## src/rtl/axi_burst_dispatcher.sv

```systemverilog
// ---------------------------------------------------------------------------
// axi_burst_dispatcher
//
// Forwards whole bursts from one of several upstream requesters to a single
// downstream beat channel. An external weighted round-robin arbiter picks the
// requester; the dispatcher commits the grant, then locks onto the winner and
// forwards its beats until the burst length captured at grant is used up.
//
// Ports
//   clk, rst              : single clock, synchronous active-high reset
//   m_valid_i / m_ready_o : per-requester beat handshake
//   m_data_i              : per-requester payload, requester i at [i*P_DATA_W +: P_DATA_W]
//   m_len_i               : per-requester burst length (0 means 1), sampled at grant
//   arb_req_o             : request vector to the arbiter (IDLE only)
//   arb_grant_valid_i     : one-hot (or zero) combinational grant from the arbiter
//   arb_grant_ready_o     : one-cycle commit strobe back to the arbiter
//   arb_num_grant_req_o   : weight consumed by the committed grant
//   s_valid_o, s_data_o, s_id_o, s_last_o, s_ready_i : downstream beat channel
// ---------------------------------------------------------------------------
module axi_burst_dispatcher #(
    parameter int P_REQUESTER_NUM   = 4,
    parameter int P_DATA_W          = 32,
    parameter int P_NUM_GRANT_REQ_W = 3
) (
    input  logic                                     clk,
    input  logic                                     rst,
    input  logic [P_REQUESTER_NUM-1:0]               m_valid_i,
    input  logic [P_REQUESTER_NUM*P_DATA_W-1:0]      m_data_i,
    input  logic [P_REQUESTER_NUM*P_NUM_GRANT_REQ_W-1:0] m_len_i,
    output logic [P_REQUESTER_NUM-1:0]               m_ready_o,
    output logic [P_REQUESTER_NUM-1:0]               arb_req_o,
    output logic [P_NUM_GRANT_REQ_W-1:0]             arb_num_grant_req_o,
    output logic                                     arb_grant_ready_o,
    input  logic [P_REQUESTER_NUM-1:0]               arb_grant_valid_i,
    output logic                                     s_valid_o,
    output logic [P_DATA_W-1:0]                      s_data_o,
    output logic [$clog2(P_REQUESTER_NUM)-1:0]       s_id_o,
    output logic                                     s_last_o,
    input  logic                                     s_ready_i
);

    localparam int ID_W  = $clog2(P_REQUESTER_NUM);
    localparam int LEN_W = P_NUM_GRANT_REQ_W;

    typedef enum logic {
        IDLE  = 1'b0,
        BURST = 1'b1
    } state_t;

    state_t            state_q, state_d;
    logic [ID_W-1:0]   sel_r, sel_d;
    logic [LEN_W-1:0]  beat_cnt_r, beat_cnt_d;

    logic [ID_W-1:0]   grant_idx;
    logic [LEN_W-1:0]  grant_len;
    logic              sel_valid;
    logic [P_DATA_W-1:0] sel_data;

    // Encode the arbiter grant and fetch the granted requester's length.
    // A zero length field still moves one beat.
    always_comb begin
        grant_idx = '0;
        grant_len = '0;
        for (int unsigned i = 0; i < P_REQUESTER_NUM; i++) begin
            if (arb_grant_valid_i[i]) begin
                grant_idx = ID_W'(i);
                grant_len = m_len_i[i*LEN_W +: LEN_W];
            end
        end
        if (grant_len == '0) begin
            grant_len = LEN_W'(1);
        end
    end

    // Mux of the locked requester's valid and payload.
    always_comb begin
        sel_valid = 1'b0;
        sel_data  = '0;
        for (int unsigned i = 0; i < P_REQUESTER_NUM; i++) begin
            if (ID_W'(i) == sel_r) begin
                sel_valid = m_valid_i[i];
                sel_data  = m_data_i[i*P_DATA_W +: P_DATA_W];
            end
        end
    end

    always_ff @(posedge clk) begin
        if (rst) begin
            state_q    <= IDLE;
            sel_r      <= '0;
            beat_cnt_r <= '0;
        end else begin
            state_q    <= state_d;
            sel_r      <= sel_d;
            beat_cnt_r <= beat_cnt_d;
        end
    end

    always_comb begin
        state_d             = state_q;
        sel_d               = sel_r;
        beat_cnt_d          = beat_cnt_r;
        arb_req_o           = '0;
        arb_grant_ready_o   = 1'b0;
        arb_num_grant_req_o = '0;
        m_ready_o           = '0;
        s_valid_o           = 1'b0;
        s_data_o            = '0;
        s_id_o              = '0;
        s_last_o            = 1'b0;

        case (state_q)
            IDLE: begin
                arb_req_o = m_valid_i;
                // The grant is committed regardless of the winner's valid in
                // this cycle; the burst then waits for its beats.
                if (|arb_grant_valid_i) begin
                    arb_grant_ready_o   = 1'b1;
                    arb_num_grant_req_o = grant_len;
                    state_d             = BURST;
                    sel_d               = grant_idx;
                    beat_cnt_d          = grant_len;
                end
            end
            BURST: begin
                s_valid_o = sel_valid;
                s_last_o  = (beat_cnt_r == LEN_W'(1));
                if (sel_valid) begin
                    s_data_o = sel_data;
                    s_id_o   = sel_r;
                end
                for (int unsigned i = 0; i < P_REQUESTER_NUM; i++) begin
                    m_ready_o[i] = s_ready_i && (ID_W'(i) == sel_r);
                end
                if (sel_valid && s_ready_i) begin
                    beat_cnt_d = beat_cnt_r - LEN_W'(1);
                    if (beat_cnt_r == LEN_W'(1)) begin
                        state_d = IDLE;
                    end
                end
            end
            default: begin
                state_d = IDLE;
            end
        endcase
    end

endmodule

```

## config.mk

```make
export PLATFORM = sky130hd
export DESIGN_NAME = axi_burst_dispatcher
export DESIGN_NICKNAME = d
export VERILOG_FILES = /design/src/rtl/axi_burst_dispatcher.sv
export SDC_FILE = /design/constraint.sdc
export NUM_CORES = 1
export LEC_CHECK = 0
export ABC_AREA = 1
export CAP_MARGIN = 30
export CELL_PAD_IN_SITES_DETAIL_PLACEMENT = 1
export CELL_PAD_IN_SITES_GLOBAL_PLACEMENT = 2
export CORE_MARGIN = 10
export CORE_UTILIZATION = 10
export CTS_BUF_LIST = sky130_fd_sc_hd__clkbuf_16
export CTS_CLUSTER_SIZE = 8
export DETAILED_ROUTE_END_ITERATION = 10
export PLACE_DENSITY = 0.91
export SLEW_MARGIN = 20
export SYNTH_ARGS = -nofsm -noshare
export SYNTH_HDL_FRONTEND = slang
export SYNTH_SLANG_ARGS = --single-unit
```

## constraint.sdc

```tcl
create_clock -name clk -period 1.4 [get_ports clk]
set_input_delay 0.28 -clock clk [delete_from_list [all_inputs] [get_ports clk]]
set_output_delay 0.28 -clock clk [all_outputs]
set_load 0.03 [all_outputs]
```

# [Word level (Yosys, flattened, before mapping)]
# Cells that the tools add are included.
[totals] output_inout_bits=48 reg_bits=6 in_bits=151
[op_classes] n_mux=34 n_eq_ne=6 n_reduce_logical=10 add_sub_neg=1 n_bitwise=1
[op_table] op="$mux W32" count=6
[op_table] op="$mux W3" count=9
[op_table] op="$mux W1" count=11
[op_table] op="$mux W2" count=4
[op_table] op="$mux W4" count=2
[op_table] op="$pmux W3 S2" count=1
[op_table] op="$logic_and A1 B1 Y1" count=5
[op_table] op="$eq A2 B2 Y1 const A" count=2
[op_table] op="$reduce_and A2 Y1" count=2
[op_table] op="$reduce_or A4 Y1" count=1
[op_table] op="$eq A3 B1 Y1 const B" count=1
[op_table] op="$logic_not A3 Y1" count=1
[op_table] op="$sub A3 B1 Y3 const B" count=1
[op_table] op="$eq A1 B2 Y1 const A" count=1
[op_table] op="$logic_not A2 Y1" count=1
[op_table] op="$ne A2 B1 Y1 const B" count=1
[op_table] op="$ne A2 B2 Y1 const B" count=1
[op_table] op="$pmux W1 S2" count=1
[op_table] op="$not A1 Y1" count=1

# [Depth between registers and ports, before layout]
[logic_depth] depth_word=8 ltp_mapped=11 ltp_nobuf=10

# [Worst setup path before layout]
# OpenSTA, ideal clock, no wires.
[synth_timing] path_type="reg-to-output" start="register sel_r[0]" end="output port s_data_o[12]" path_stages_with_launch=8 t_arrival_ns=1.548 setup_slack_ns=-0.428 cell_sequence="dfxtp_1 > buf_4 > inv_2 > buf_6 > nor2_8 > buf_6 > nand2_1 > a311oi_2"
[synth_via] elab_chain_len=7 elab_cells_between_ends=14
[synth_rtl] item="start: declaration" line="51" rtl="logic [ID_W-1:0] sel_r, sel_d;"
[synth_rtl] item="start signal: assignment" line="94" rtl="sel_r <= sel_d;"
[synth_rtl] item="$logic_not A2 Y1" line="80" rtl="if (ID_W'(i) == sel_r) begin"
[synth_rtl] item="$mux W32 or $mux W1 (tied branches) (4 in a row)" line="80"
[synth_rtl] item="$mux W32 (*)" line="128" rtl="if (sel_valid) begin"
[synth_rtl] item="$mux W32 (*)" line="112" rtl="case (state_q)"
[synth_rtl] item="end: declaration" line="36" rtl="output logic [P_DATA_W-1:0] s_data_o,"
# Mark *: on every way between the ends. The rest lies on a longest branch, timed or not.

# [Final worst setup path]
[layout_timing] start="register sel_r[0]" end="output port s_data_o[4]"
# Same word-level chain as after synthesis.

==> results.yml <==
critical_path:
  cp.required_ns: 1.12
  crit_path_max_fanout: 5
  startpoint_type: "register"
  cp_top_family: "buffers and inverters"
  cp.arrival_ns: 1.66
  path_cells: "buf_6, buf_4, buf_4, o21ai_0, a311oi_4, buf_6"
  critPathBufInv: 4
  cp-end-kind: "primary output"
  critical_path.max_stage_delay_ns: 0.41
  path_class: "reg2out"
  worst_path_max_delay_cell: "dfxtp_4"
clock_network:
  cts_tree: "done"
  worst_skew_pair.late_latency_ns: 0.23
  clk_root_buffer_cell: "clkbuf_16"
  cts_max_path_buffers: 2
  clock_sinks: 6
  cts_max_level: 1
  hold_buffers: 0
  numCtsBuffers: 3
  clk_pin_slew_ns: 0.03
global_routing:
  grt_max_degree: 19
  antenna_found_initial: 0
  overflow: 0
  grt_use_total: 0.120
  grt_pass1_vias: 3486
  grt_first_pass_wirelength_um: 20600
logic_synthesis:
  synth_area_um2: 1570
  yosys.cell_types.count: 27
  postSynthCellCount: 291
  async_reset_ff_frac: 0
  synth_common_cells: "63 x nand2_1, 63 x nor2_1, 36 x o21ai_0"
  yosys_most_used_dff: "dfxtp_1"
  syn_area_per_cell_um2: 5.38
  yosysTopAreaCell: "nand2_1"
  yosysTopAreaCellShare: 0.151
  yosysSeqAreaShare: 0.0767
  synth_area_leaders: "nand2_1 15%, nor2_1 15%, o21ai_0 12%"
  ys_ff_latch: 6
  ys_warn_count: 0
  syn_nets: 444
  synth_edf_count: 0
floorplan:
  dieArea_um2: 21100
  coreArea_um2: 15300
  num_io_pins: 199
  die_h_um: 145
  die_w_um: 145
  initial_core_util: 0.103
  fp-row-count: 45
placement:
  dp_hpwl_um: 11100
  io_buffers: 198
  place_congestion: 0.811
  dp_cells: 729
  placed_area_um2: 4340
  preCtsSetupSlack_ns: -0.642
flow_run:
  max_cap_violations: 0
status:
  outcome: "complete, but fails checks"
  violations: "setup timing"
drt:
  vias: 3129
  finalWirelength_um: 13900
  ant_nets: 0
  first_iter_violations: 63
  firstDrtPassIters: 4
  route.detailed.drc: 0
  vias_per_cell: 4.14
  avgRoutedWirePerCell_um: 18.4
finish:
  area_growth_pct: 233
  fillerInstances: 1806
  diodes: 0
  stdcell_area_um2: 5220
  fin_nets: 700
  final_cells: 756
  layout-drive-gt1-share: 0.461
sta:
  min_period_ns: 1.94
  slew_headroom: 0.722
  rsz0062_at_grt: "true"
  fin_ws_ns: -0.540
  fmaxAchievable_mhz: 515
  clock_skew_ns: 0.000372
  worstMarginPinSlew_ns: 0.413
  maxSlewViolCount: 0
  finalHoldViolations: 0
  setup_viol: 46
  fin_crit_sh: 1.39
pwr:
  p_clk_frac: 0.153
  swShare: 0.423
  peakVddDrop_mv: 0.339
  p_per_area_nw_per_um2: 586
  p_int_mw: 1.76
  p_switching_mw: 1.29
  pwr-share-seq: 0.074
  power_frac_comb: 0.773
  cellLeakagePower_nw: 2.10
min_path:
  hold_path.class: "in2reg"
placed cells by master, fill, tap and decap left out, types with 9 or more instances in the layout:
| cell type | instances |
|---|---|
| a21oi_2 | 10 |
| buf_12 | 11 |
| buf_4 | 54 |
| buf_6 | 52 |
| clkdlybuf4s50_1 | 130 |
| inv_1 | 13 |
| nand2_1 | 47 |
| nand2_2 | 14 |
| nor2_1 | 27 |
| nor2_4 | 31 |
| o21ai_0 | 21 |
| o21ai_1 | 12 |
| o22ai_1 | 9 |
state kept, by name, indices dropped and copies added, names as in the netlist:
name,cells
sel_r,2
state_q,1
beat_cnt_r,3
final cells by class:
class / instances / area [um^2] / share of cell area
Inverter: 26 / 130 / 0.0249
Timing Repair Buffer: 268 / 2740 / 0.526
Clock buffer: 3 / 75.1 / 0.0144
Sequential cell: 6 / 134 / 0.0257
Multi-Input combinational cell: 242 / 1870 / 0.358
Tap cell: 211 / 264 / 0.0506
layer usage:
layer,wire (um),vias to the layer above,track usage
met5,0,-,0
met3,811,20,0.0329
met1,5310,1483,0.132
li1,-,1509,-
met2,7490,117,0.224
met4,284,0,0.0258
metrics by stage:
step	total power [mW]	hold slack (ns)	TNS, ns	utilization
CTS	2.91	0.421	-19.63	0.323
global route	3.24	0.456	-21.51	0.342
detailed placement	2.15	0.543	-26.62	0.284
finish	3.06	0.429	-17.68	0.342
floorplan	1.16	0.342	-9.06	-
global placement	2.11	0.496	-25.63	0.284
worst register-to-register path: stages, from the launching register on:
cell     delay, ns
dfxtp_4       0.38
inv_4         0.09
nand2_2       0.05
nand2_2       0.07
nand3_2       0.09
nand2_4       0.11
buf_12        0.12
buf_4         0.11
nand3_2       0.08
nand2_4       0.09
inv_1         0.06
nor2_1        0.10
nor2_1        0.05
repair_timing:
action                     in CTS  in global routing
pin swaps                      24                 13
resized for setup             151                 62
buffers inserted               19                  2
gates cloned                    2                  2
setup endpoints to repair      53                 49
power groups by stage:
stage	combinational, mW	clock (mW)	sequential, mW
after floorplan	0.947	0	0.211
after global placement	1.89	0	0.217
after detailed placement	1.93	0	0.219
after CTS	2.22	0.473	0.221
after global routing	2.52	0.485	0.232
final	2.36	0.467	0.227
final timing paths:
path / end / slack, ns / start / depth (start not counted)
worst max-delay path: s_data_o[4] / -0.54 / sel_r[0]$_SDFFE_PP0P_ / 6
worst min-delay path: sel_r[1]$_SDFFE_PP0P_ / 0.43 / arb_grant_valid_i[3] / 3
worst max register to register: beat_cnt_r[1]$_SDFFE_PP0P_ / -0.11 / sel_r[0]$_SDFFE_PP0P_ / 12
worst min register to register: beat_cnt_r[1]$_SDFFE_PP0P_ / 0.51 / beat_cnt_r[1]$_SDFFE_PP0P_ / 2
kinds of logic (layout without fill, tap and decap cells):
| logic type | count (synthesis) | after routing | synth area share |
|---|---|---|---|
| flip-flops | 6 | 6 | 0.0767 |
| AND/OR/NAND/NOR | 149 | 150 | 0.400 |
| AO/OA/AOI/OAI | 89 | 89 | 0.370 |
| XOR/XNOR | 1 | 1 | 0.00560 |
| buffers and inverters | 44 | 297 | 0.132 |
| adder cells (fa/ha/maj) | 2 | 2 | 0.0160 |
Power figures use the tool's default switching activity.
